### config.mk
export PLATFORM = sky130hd
export DESIGN_NAME = swap_scheduler
export DESIGN_NICKNAME = d
export VERILOG_FILES = /design/src/rtl/swap_pkg.sv /design/src/rtl/swap_scheduler_rr_arbiter.sv /design/src/rtl/swap_scheduler.sv
export SDC_FILE = /design/constraint.sdc
export NUM_CORES = 1
export LEC_CHECK = 0
export CAP_MARGIN = 15
export CORE_MARGIN = 1.5
export CORE_UTILIZATION = 45
export DETAILED_ROUTE_END_ITERATION = 6
export MAX_ROUTING_LAYER = met4
export PLACE_DENSITY_LB_ADDON = 0.25
export RECOVER_POWER = 25
export SLEW_MARGIN = 30
export SYNTH_ARGS = -nofsm -noshare
export SYNTH_HDL_FRONTEND = slang
export SYNTH_HIERARCHICAL = 1
export SYNTH_SLANG_ARGS = --single-unit
### constraint.sdc
create_clock -name clk -period 3.5 [get_ports clk]
set_clock_uncertainty 0.2 [all_clocks]
set_input_delay 0.35 -clock clk [delete_from_list [all_inputs] [get_ports clk]]
set_output_delay 0.35 -clock clk [all_outputs]
set_load 0.005 [all_outputs]
### src/rtl/swap_pkg.sv
// Shared types and constants for the register-swap scheduler.
package swap_pkg;

    localparam int unsigned STATE_W  = 3;
    localparam int unsigned SWAP_LAT = 5;

    typedef enum logic [STATE_W-1:0] {
        IDLE = 3'd0,
        RD_A = 3'd1,
        RD_B = 3'd2,
        WR_A = 3'd3,
        WR_B = 3'd4,
        DONE = 3'd5
    } state_t;

    // Width of a requester id; at least one bit even for a single requester.
    function automatic int unsigned id_width(input int unsigned n);
        return (n > 1) ? $clog2(n) : 1;
    endfunction

    function automatic logic idx_bad(input int unsigned idx, input int unsigned depth);
        return idx >= depth;
    endfunction

endpackage

### src/rtl/swap_scheduler_rr_arbiter.sv
// Combinational round-robin arbiter: one-hot grant, searching upward from ptr.
module rr_arbiter
    import swap_pkg::*;
#(
    parameter  int unsigned NREQ = 2,
    localparam int unsigned PW   = id_width(NREQ)
) (
    input  logic [NREQ-1:0] req,
    input  logic [PW-1:0]   ptr,
    input  logic            en,
    output logic [NREQ-1:0] gnt
);

    logic w_found;

    // Offset i from ptr lands on slot j, with wrap-around past NREQ-1.
    always_comb begin
        gnt     = '0;
        w_found = 1'b0;
        if (en) begin
            for (int unsigned i = 0; i < NREQ; i++) begin
                for (int unsigned j = 0; j < NREQ; j++) begin
                    if ((32'(ptr) + i == j) || (32'(ptr) + i == j + NREQ)) begin
                        if (!w_found && req[j]) begin
                            gnt[j]  = 1'b1;
                            w_found = 1'b1;
                        end
                    end
                end
            end
        end
    end

endmodule

### src/rtl/swap_scheduler.sv
// Serialises swap requests onto one single-port register file:
// round-robin grant, then read-A, read-B, write-A, write-B.
module swap_scheduler
    import swap_pkg::*;
#(
    parameter  int unsigned NREQ  = 2,
    parameter  int unsigned DEPTH = 8,
    parameter  int unsigned WIDTH = 32,
    localparam int unsigned AW    = $clog2(DEPTH),
    localparam int unsigned IDW   = id_width(NREQ)
) (
    input  logic               clk,
    input  logic               rst,
    input  logic [NREQ-1:0]    req_valid,
    input  logic [NREQ*AW-1:0] req_idx_a,
    input  logic [NREQ*AW-1:0] req_idx_b,
    output logic [NREQ-1:0]    req_ready,
    output logic               busy,
    output logic               done,
    output logic [IDW-1:0]     done_id,
    output logic               done_err,
    output logic [AW-1:0]      rf_addr,
    output logic               rf_we,
    output logic [WIDTH-1:0]   rf_wdata,
    input  logic [WIDTH-1:0]   rf_rdata
);

    state_t           r_state, w_state_nxt;
    logic [IDW-1:0]   r_ptr, r_id, w_win, w_id_nxt;
    logic [AW-1:0]    r_idx_a, r_idx_b, w_sel_a, w_sel_b, w_a_nxt;
    logic [WIDTH-1:0] r_tmp_a;
    logic [NREQ-1:0]  w_gnt;
    logic             r_err, w_err_nxt, w_sel_bad, w_hs, w_arb_en;
    logic [AW-1:0]    w_addr_nxt;
    logic [WIDTH-1:0] w_wdata_nxt;
    logic             w_we_nxt, w_done_nxt, w_done_err_nxt;
    logic [IDW-1:0]   w_done_id_nxt;

    assign w_arb_en  = (r_state == IDLE) && !rst;
    assign req_ready = w_gnt;
    assign w_hs      = |w_gnt;

    rr_arbiter #(.NREQ(NREQ)) u_arb (
        .req (req_valid),
        .ptr (r_ptr),
        .en  (w_arb_en),
        .gnt (w_gnt)
    );

    // Winner id and its index pair.
    always_comb begin
        w_win   = '0;
        w_sel_a = '0;
        w_sel_b = '0;
        for (int i = 0; i < int'(NREQ); i++) begin
            if (w_gnt[i]) begin
                w_win   = IDW'(i);
                w_sel_a = req_idx_a[i*AW +: AW];
                w_sel_b = req_idx_b[i*AW +: AW];
            end
        end
        w_sel_bad = idx_bad(32'(w_sel_a), DEPTH) || idx_bad(32'(w_sel_b), DEPTH);
    end

    always_comb begin
        w_state_nxt = r_state;
        case (r_state)
            IDLE: if (w_hs) w_state_nxt = (w_sel_bad || (w_sel_a == w_sel_b)) ? DONE : RD_A;
            RD_A: w_state_nxt = RD_B;
            RD_B: w_state_nxt = WR_A;
            WR_A: w_state_nxt = WR_B;
            WR_B: w_state_nxt = DONE;
            DONE: w_state_nxt = IDLE;
            default: w_state_nxt = IDLE;
        endcase
    end

    // Outputs are registered from the next state; rf_wdata doubles as tmp_b.
    always_comb begin
        w_a_nxt        = w_hs ? w_sel_a   : r_idx_a;
        w_id_nxt       = w_hs ? w_win     : r_id;
        w_err_nxt      = w_hs ? w_sel_bad : r_err;
        w_addr_nxt     = '0;
        w_we_nxt       = 1'b0;
        w_wdata_nxt    = '0;
        w_done_nxt     = 1'b0;
        w_done_id_nxt  = '0;
        w_done_err_nxt = 1'b0;
        case (w_state_nxt)
            RD_A: w_addr_nxt = w_a_nxt;
            RD_B: w_addr_nxt = r_idx_b;
            WR_A: begin
                w_addr_nxt  = r_idx_a;
                w_we_nxt    = 1'b1;
                w_wdata_nxt = rf_rdata;
            end
            WR_B: begin
                w_addr_nxt  = r_idx_b;
                w_we_nxt    = 1'b1;
                w_wdata_nxt = r_tmp_a;
            end
            DONE: begin
                w_done_nxt     = 1'b1;
                w_done_id_nxt  = w_id_nxt;
                w_done_err_nxt = w_err_nxt;
            end
            default: ;
        endcase
    end

    always_ff @(posedge clk or posedge rst) begin
        if (rst) begin
            r_state  <= IDLE;
            r_ptr    <= '0;
            r_id     <= '0;
            r_idx_a  <= '0;
            r_idx_b  <= '0;
            r_err    <= 1'b0;
            r_tmp_a  <= '0;
            busy     <= 1'b0;
            done     <= 1'b0;
            done_id  <= '0;
            done_err <= 1'b0;
            rf_addr  <= '0;
            rf_we    <= 1'b0;
            rf_wdata <= '0;
        end else begin
            r_state <= w_state_nxt;
            if (w_hs) begin
                r_idx_a <= w_sel_a;
                r_idx_b <= w_sel_b;
                r_id    <= w_win;
                r_err   <= w_sel_bad;
                r_ptr   <= (32'(w_win) == NREQ - 1) ? '0 : w_win + IDW'(1);
            end
            if (r_state == RD_A) r_tmp_a <= rf_rdata;
            busy     <= (w_state_nxt != IDLE);
            done     <= w_done_nxt;
            done_id  <= w_done_id_nxt;
            done_err <= w_done_err_nxt;
            rf_addr  <= w_addr_nxt;
            rf_we    <= w_we_nxt;
            rf_wdata <= w_wdata_nxt;
        end
    end

endmodule

* Word level (Yosys, flattened, before mapping)
Index checks and enable logic that the tools add are counted.
** Storage, ports and cells
- Bits in registers :: 84
- Output and inout bits :: 42
- Bits of input ports :: 48
- Logic and storage cells :: 80
** Operators by class
- $add $sub $neg :: 2
- Reduce and logical (&&, ||, !) cells :: 17
- Muxes and demuxes :: 34
- Equal/unequal tests :: 13
** Operators by type and width (count)
- $eq 32x2->1 const B :: 2
- $logic_not 32->1 :: 2
- $pmux 32 s2 :: 1
- $eq 32x1->1 const B :: 1
- $mux 1 :: 23
- $mux 3 :: 7
- $pmux 3 s5 :: 1
- $eq 3x2->1 const B :: 4
- $eq 3x3->1 const B :: 3
- $pmux 3 s3 :: 1
- $eq 3x1->1 const B :: 2
- $reduce_or 2->1 :: 3
- $logic_and 1x1->1 :: 4
- $logic_not 1->1 :: 4
- $eq 3x3->1 :: 1
- $logic_not 3->1 :: 1
- $reduce_bool 3->1 :: 1
- $add 1x1->2 const B :: 1
- $logic_or 1x1->1 :: 2
- $mux 2 :: 1
- $add 1x1->1 const B :: 1

* Depth between registers and ports, before layout
Gate-level depths: netlist of the first run.
- Word-level depth :: 27
- Depth in mapped cells :: 10
- Mapped depth without buffers :: 8

* Hierarchy
Netlist of the first run, hierarchy kept.
** By module, submodules not included
- swap_scheduler :: times used 1, cells each 265, area each 3455.8 um^2, seq. area each 2102.0 um^2
- rr_arbiter :: times used 1, cells each 5, area each 21.3 um^2, seq. area each 0.0 um^2

* Least setup slack after synthesis of the first run
No wires, ideal clock.
- Kind :: reg-to-reg
- Start point :: register r_state[2]
- End point :: register rf_addr[0]
- Setup slack :: 1.140 ns
- Cell stages (with the launch flop) :: 11
- Buffers on the path :: 3
- Library setup time :: 0.080 ns
- Required time :: 3.220 ns
- Arrival :: 2.079 ns
- Period minus slack after synthesis :: 2.360 ns
- Path through :: dfrtp_1 -> buf_2 -> buf_1 -> nor3_1 -> nand2_1 -> a21oi_1 -> buf_2 -> nor2_1 -> or3_1 -> nand2b_1 -> o22ai_2
** Between the ends
- Elaborated cells on any way between the ends :: 23
- Classes of those cells :: 9 x eq/ne; 10 x mux; 4 x reduce/logical
** RTL lines
- from (decl) :: line swap_scheduler.sv:28 : state_t r_state, w_state_nxt;
- from (signal assigned) :: line swap_scheduler.sv:128 : r_state <= w_state_nxt;
- $logic_not 3->1 (*) :: line swap_scheduler.sv:39 : assign w_arb_en = (r_state == IDLE) && !rst;
- $logic_and 1x1->1 (*) :: line swap_scheduler.sv:39
- named net w_arb_en :: line swap_scheduler.sv:33 : logic r_err, w_err_nxt, w_sel_bad, w_hs, w_arb_en;
- $mux 2 (*) :: line swap_scheduler_rr_arbiter.sv:20 : if (en) begin
- named net req_ready[1] :: line swap_scheduler.sv:17 : output logic [NREQ-1:0] req_ready,
- $mux 3 :: line swap_scheduler.sv:56 : if (w_gnt[i]) begin
- $eq 3x3->1 :: line swap_scheduler.sv:68 : IDLE: if (w_hs) w_state_nxt = (w_sel_bad || (w_sel_a == w_sel_b)) ? DONE : RD_A;
- $mux 3 (2 in series) :: line swap_scheduler.sv:68
- $pmux 3 s5 :: line swap_scheduler.sv:67 : case (r_state)
- $eq 3x3->1 or $eq 3x2->1 (tied branches) :: line swap_scheduler.sv:89 : case (w_state_nxt)
- $reduce_or 2->1 (no line)
- $pmux 3 s3 (*) :: line swap_scheduler.sv:89
- named net w_addr_nxt[0] :: line swap_scheduler.sv:34 : logic [AW-1:0] w_addr_nxt;
- to (signal assigned) :: line swap_scheduler.sv:141 : rf_addr <= w_addr_nxt;
- to (decl) :: line swap_scheduler.sv:22 : output logic [AW-1:0] rf_addr,
Mark *: on every way through the listed nets, which the timed path passes. The rest lies on a longest branch.
A chain may end at the register's enable or synchronous reset.

* Worst setup path after layout of the first run
- Start point :: register r_state[1]
- End point :: output req_ready[1]
** Between the ends
- Longest elaborated chain between the ends :: 3
** RTL lines (line)
- $logic_not 3->1 :: swap_scheduler.sv:39
- $logic_and 1x1->1 :: swap_scheduler.sv:39
- named net w_arb_en :: swap_scheduler.sv:33
- $mux 2 :: swap_scheduler_rr_arbiter.sv:20
- to (decl) :: swap_scheduler.sv:17
The timed path passes the listed nets, and every way through them passes these cells.

==> out/qor.csv, run 1 <==
stage,metric,value,unit
detailed_routing,starting DRC count in detailed routing,65,
die,core area,7370,um^2
detailed_routing,Final ANT Viol Nets,0,
setup_path,max incr delay on CP,540,ps
layout,final net count,409,
timing,Final Hold Slack,291,ps
layout,ratio of cells with drive above 1 in the final layout,8.74,%
cts,# hold bufs at CTS,0,
timing,TNS Setup,0,ps
power,Psw,0.00115,W
detailed_routing,"wirelength, routed",6500,um
global_routing,first-pass GRT wire length,11000,um
die,# IOs,90,
synthesis,Synth Net Count,318,
global_routing,GRT Total Usage,17.5,%
die,Rows,31,
global_routing,grt ovf,0,
layout,Final Util,63.2,%
setup_path,crit path max fanout,21,
detailed_routing,First-pass DRT Iterations,5,
timing,f_max,342,MHz
global_routing,largest net degree at the start of global routing,56,
hold_path,HP Class,reg -> reg,
setup_path,WP data arrival,2370,ps
timing,RSZ-0062 raised after global routing,false,
synthesis,Yosys top cell area share,60.5,%
timing,"Slew Viols, Final",56,
die,die area,8260,um^2
synthesis,share of flip-flops with an asynchronous set or reset,100,%
detailed_routing,DRC,0,
layout,P&R area growth vs syn,33.9,%
layout,Diodes inserted,0,
die,chip height,90.9,um
job,max_cap viols,1,
detailed_routing,Via Count,2254,
die,Initial Util,47.2,%
setup_path,Worst path slowest cell,clkdlybuf4s50_1,
timing,Worst-Margin Slew,2080,ps
placement,Placer Congestion,0.818,
die,Die X,90.9,um
placement,DP Area,4460,um^2
outcome,outcome,finished with violations,
synthesis,Post-Syn Instances,270,
setup_path,critical path buffer and inverter count,2,
cts,CTS Sinks,84,
timing,Finish-stage setup viols,0,
layout,post-route design area,4660,um^2
setup_path,Critical Path RT,2950,ps
synthesis,number of flops mapped to enable cells by yosys,0,
power,Logic pwr share,38.8,%
setup_path,Crit Path Class,reg -> out,
synthesis,"area leader, netlist",dfrtp_1,
synthesis,Synth warnings,6,
placement,Buffers on Ports,89,
power,sequential share of power,43.0,%
cts,"Clk Latency, worst-skew pair",330,ps
detailed_routing,drt wl/cell,14.0,um
synthesis,Synth cell types,34,
cts,post-CTS resize count,0,
cts,H-tree levels,3,
synthesis,Synth area leaders,"dfrtp_1 60%, mux2i_1 11%, mux2_1 10%",
cts,Max Buffers Root-to-Sink,2,
cts,total CTS buffers,9,
power,P per Cell Area,782,nW/um^2
synthesis,register bit total from synthesis,84,
cts,CTS tree,built,
global_routing,initial antenna violation count,0,
outcome,failing checks,"max-capacitance violations, max-slew violations",
global_routing,vias in the first global route,2267,
setup_path,Crit path max-delay family,buffers and inverters,
power,Clock power frac,18.2,%
timing,final hold violation count,0,
setup_path,Critical Path Sink Type,output port,
power,peak supply drop,0.387,mV
power,P_int,0.00249,W
synthesis,Avg Inst Size Synth,12.9,um^2
setup_path,Critical Path Source Type,register,
timing,Final Critical Period,2920,ps
synthesis,top-count cell post-synth,dfrtp_1,
placement,placed wire-length estimate,4320,um
synthesis,sequential-to-total area share from yosys stat,60.5,%
synthesis,Synth Cell Area,3480,um^2
cts,Root Driver,clkbuf_8,
timing,crit share post-route,83.4,%
cts,Post-CTS Setup Inserts,0,
power,P_leak,2.05,nW
synthesis,"Top FF cell, synth",dfrtp_1,
setup_path,"critical path, cell by cell",or2_4 -> nor3_1 -> nand2_1 -> a21oi_1 -> buf_4 -> clkdlybuf4s50_1,
detailed_routing,routed vias/inst,4.85,
cts,Worst-path clk slew,80,ps
power,switching fraction of total power,31.7,%
synthesis,commonest cells in the synthesized netlist,"84 x dfrtp_1, 38 x mux2i_1, 38 x nor2_1",
timing,Slew headroom,-38.7,%
==> registers in the layout, indices dropped and copies added (netlist names) <==
signal,count
done_err,1
rf_wdata,32
busy,1
r_id,1
r_tmp_a,32
r_err,1
rf_we,1
done_id,1
done,1
r_idx_b,3
r_idx_a,3
r_ptr,1
rf_addr,3
r_state,3
==> layout make-up <==
| cell class | instances | area [um^2] |
|---|---|---|
| Clock buffer | 11 | 151 |
| Clock inverter | 5 | 42.5 |
| Fill cell | 604 | 2710 |
| Inverter | 4 | 15.0 |
| Multi-Input combinational cell | 164 | 1260 |
| Sequential cell | 84 | 2100 |
| Tap cell | 99 | 124 |
| Timing Repair Buffer | 98 | 958 |
==> path summary, 6_finish.rpt <==
path | from | slack, ps | depth (start not counted) | endpoint
max | r_state[1]$_DFF_PP0_ | 580 | 6 | req_ready[1]
min reg2reg | r_tmp_a[11]$_DFFE_PP0P_ | 290 | 1 | r_tmp_a[11]$_DFFE_PP0P_
max in group asynchronous | rst | 770 | 2 | r_state[0]$_DFF_PP0_
max reg2reg | r_state[1]$_DFF_PP0_ | 810 | 8 | rf_addr[2]$_DFF_PP0_
min | r_tmp_a[11]$_DFFE_PP0P_ | 290 | 1 | r_tmp_a[11]$_DFFE_PP0P_
min in group asynchronous | rst | 970 | 2 | r_ptr$_DFFE_PP0N_
==> per-layer routing <==
layer | vias to the layer above | global-route usage [%] | wire (um)
met5 | - | - | 0
met4 | 0 | 7.03 | 66
met3 | 4 | 2.95 | 244
met2 | 58 | 26.4 | 3110
met1 | 1092 | 23.6 | 3080
li1 | 1100 | - | -
==> cells by family (layout without fill, tap and decap cells) <==
family,after synthesis,count (layout),synth area share (%)
simple gates,64,64,8.49
flops,84,84,60.5
compound gates,23,23,4.46
buf+inv,22,118,3.53
xor+xnor,7,7,1.76
mux,70,70,21.3
==> power by group through the flow <==
| stage | Combinational (W) | Clock (W) | Sequential [W] |
|---|---|---|---|
| final | 0.00141 | 0.000664 | 0.00156 |
| after global routing | 0.00155 | 0.000722 | 0.00161 |
| after CTS | 0.00143 | 0.000680 | 0.00157 |
| after detailed placement | 0.00143 | 0 | 0.00159 |
| after global placement | 0.00140 | 0 | 0.00157 |
| after floorplan | 0.000888 | 0 | 0.00156 |
==> metrics by stage <==
step	std cells	worst slack [ps]	total power, W
2_1_floorplan	270	785	0.00244
3_3_place_gp	449	852	0.00298
3_5_place_dp	449	796	0.00302
4_1_cts	465	566	0.00368
5_1_grt	465	234	0.00389
6_report	465	580	0.00364
==> layout by cell type, fill, tap and decap left out, types with 2 or more instances in the layout <==
cell type	Yosys	routed
o21ai_1	8	8
dfrtp_1	84	83
nand2_1	10	10
nor2_1	38	38
mux2i_1	38	38
a21oi_1	6	6
nor4bb_1	2	2
nor2b_1	2	2
xnor2_1	6	6
inv_6	0	3
clkdlybuf4s50_1	0	88
a21o_1	2	2
nand2b_1	4	3
inv_1	3	3
clkbuf_8	0	11
mux2_1	32	32
nor4_1	2	2
buf_4	5	9
Note: power is estimated with default switching activity, not from simulation.
==> inputs of run 2 (changes only) <==
==> constraint.sdc (replaced) <==
create_clock -name clk -period 2.9 [get_ports clk]
set_clock_uncertainty 0.2 [all_clocks]
set_input_delay 0.29 -clock clk [delete_from_list [all_inputs] [get_ports clk]]
set_output_delay 0.29 -clock clk [all_outputs]
set_load 0.005 [all_outputs]
==> run 2 against run 1 <==
The flow now finishes without violations. Sequential power rose by 21%. Wire length rose by 3.2%. Combinational power rose by 23%. Die area did not move. Global-route usage rose by 0.82 points. Core utilization fell by 0.22 points. Non-clock buffer count did not move. Power rose by 20%. Count of clock-buffer cells in the layout fell by 2. Final cell count did not move. Register-to-register slack got worse by 480 ps. Critical path type unchanged. Critical endpoint is now req_ready[0].
==> out/qor.csv, run 2 (synthesis results as in run 1) <==
stage,metric,value,unit
setup_path,Crit Path Class,reg -> out,
timing,TNS Setup,0,ps
setup_path,Critical Path RT,2410,ps
setup_path,Critical Path Source Type,register,
detailed_routing,routed vias/inst,5.00,
setup_path,r2r endpoint,rf_addr[1]$_DFF_PP0_,
layout,"commonest non-fill, non-tap cell in the layout",clkdlybuf4s50_1,
setup_path,reg2reg path depth,8,
hold_path,HP Start,r_tmp_a[1]$_DFFE_PP0P_,
timing,f_max,381,MHz
power,peak supply drop,0.463,mV
timing,Slew headroom,24.9,%
placement,DP Area,4470,um^2
detailed_routing,"wirelength, routed",6710,um
detailed_routing,starting DRC count in detailed routing,98,
cts,H-tree levels,3,
layout,post-route design area,4640,um^2
layout,P&R area growth vs syn,33.4,%
placement,Placer Congestion,0.797,
cts,post-CTS resize count,0,
die,core area,7370,um^2
layout,most frequent cells in the layout,"88 x clkdlybuf4s50_1, 83 x dfrtp_1, 38 x mux2i_1, 38 x nor2_1, 32 x mux2_1",
timing,final hold violation count,0,
global_routing,grt ovf,0,
detailed_routing,DRC,0,
timing,RSZ-0062 raised after global routing,false,
detailed_routing,Via Count,2325,
setup_path,WP data arrival,2130,ps
global_routing,largest net degree at the start of global routing,84,
setup_path,CP endpoint,req_ready[0],
timing,crit share post-route,90.5,%
timing,Final Critical Period,2620,ps
die,Rows,31,
detailed_routing,First-pass DRT Iterations,4,
timing,Final WS setup,276,ps
cts,"Clk Latency, worst-skew pair",350,ps
power,P per Cell Area,940,nW/um^2
die,chip height,90.9,um
layout,Diodes inserted,0,
setup_path,RR Startpoint,r_state[0]$_DFF_PP0_,
setup_path,Worst Setup SP,r_state[0]$_DFF_PP0_,
die,Die X,90.9,um
cts,CTS tree,built,
global_routing,vias in the first global route,2368,
placement,Place WS,189,ps
placement,Buffers on Ports,89,
hold_path,HP Class,reg -> reg,
die,# IOs,90,
detailed_routing,Final ANT Viol Nets,0,
cts,Max Buffers Root-to-Sink,2,
power,P_leak,2.04,nW
die,Initial Util,47.2,%
setup_path,Critical Path Sink Type,output port,
global_routing,initial antenna violation count,0,
global_routing,first-pass GRT wire length,11500,um
cts,CTS Sinks,84,
outcome,outcome,completed,
timing,"Slew Viols, Final",0,
detailed_routing,drt wl/cell,14.4,um
layout,ratio of cells with drive above 1 in the final layout,8.47,%
layout,final net count,409,
job,max_cap viols,0,
power,Pwr Total,0.00436,W
global_routing,GRT Total Usage,18.3,%
timing,Finish-stage setup viols,0,
timing,Worst-Margin Slew,1130,ps
cts,total CTS buffers,9,
cts,Worst-path clk slew,80,ps
layout,Largest regs,"r_tmp_a: 32 flops, rf_wdata: 32 flops",
setup_path,R2R Setup Slk,330,ps
setup_path,crit path max fanout,4,
die,die area,8260,um^2
placement,placed wire-length estimate,4400,um
cts,Root Driver,clkbuf_8,
## run 2: cell count changes in the layout (fill, tap and decap cells not counted), moves of 2 or more
cell,before,now
clkinv_2,0,3
inv_6,3,0
buf_4,9,7
clkbuf_8,11,9
clkinv_4,1,3
## run 2: layout make-up
class / count / area (um^2)
clock inverters: 7 / 52.6
repair buffers: 98 / 961
fillers: 591 / 2730
well taps: 99 / 124
inverters: 4 / 16.3
flip-flops and latches: 84 / 2100
multi-input cells: 164 / 1260
clock buffers: 9 / 124
## run 2: per-layer routing
layer / vias to the layer above / track usage (%) / share of wire (%)
met5: - / - / 0
met4: 0 / 6.64 / 1.5
met3: 9 / 3.45 / 3.9
met2: 54 / 28.6 / 50
met1: 1159 / 23.9 / 45
li1: 1103 / - / -
## run 2: power by group
part	internal [W]	switching (W)	total, W	leakage (nW)
registers	0.00168	0.000202	0.00188	1.06
logic	0.000960	0.000770	0.00173	0.884
clock network	0.000317	0.000433	0.000751	0.0948
total	0.00295	0.00141	0.00436	2.04
## run 2: worst min-delay path by stage
stage	endpoint	slack, ps	cells past startpoint
finish	r_tmp_a[1]$_DFFE_PP0P_	290	1
global route	r_tmp_a[14]$_DFFE_PP0P_	310	1
CTS	r_err$_DFF_PP0_	290	1
detailed placement	r_err$_DFF_PP0_	270	1
global placement	r_tmp_a[27]$_DFFE_PP0P_	270	1
floorplan	r_idx_b[0]$_DFFE_PP0N_	220	2
## run 2: worst max-delay path, stage by stage (launching register included)
cell and delay (ps):
dfrtp_2 410, or2_4 260, nor3_1 210, nand2_1 80
a21oi_1 270, clkdlybuf4s50_1 570
## run 2: stage by stage
stage | std cells | hold slack [ps] | utilization, %
floorplan | 270 | 217 | -
global placement | 448 | 266 | 60.6
detailed placement | 448 | 267 | 60.6
CTS | 465 | 294 | 63.2
global route | 465 | 306 | 63.0
finish | 465 | 288 | 63.0
## run 2: timing repair
action,4_1_cts,5_1_grt
hold buffers,1,0
hold endpoints to repair,1,0
setup buffers,0,0
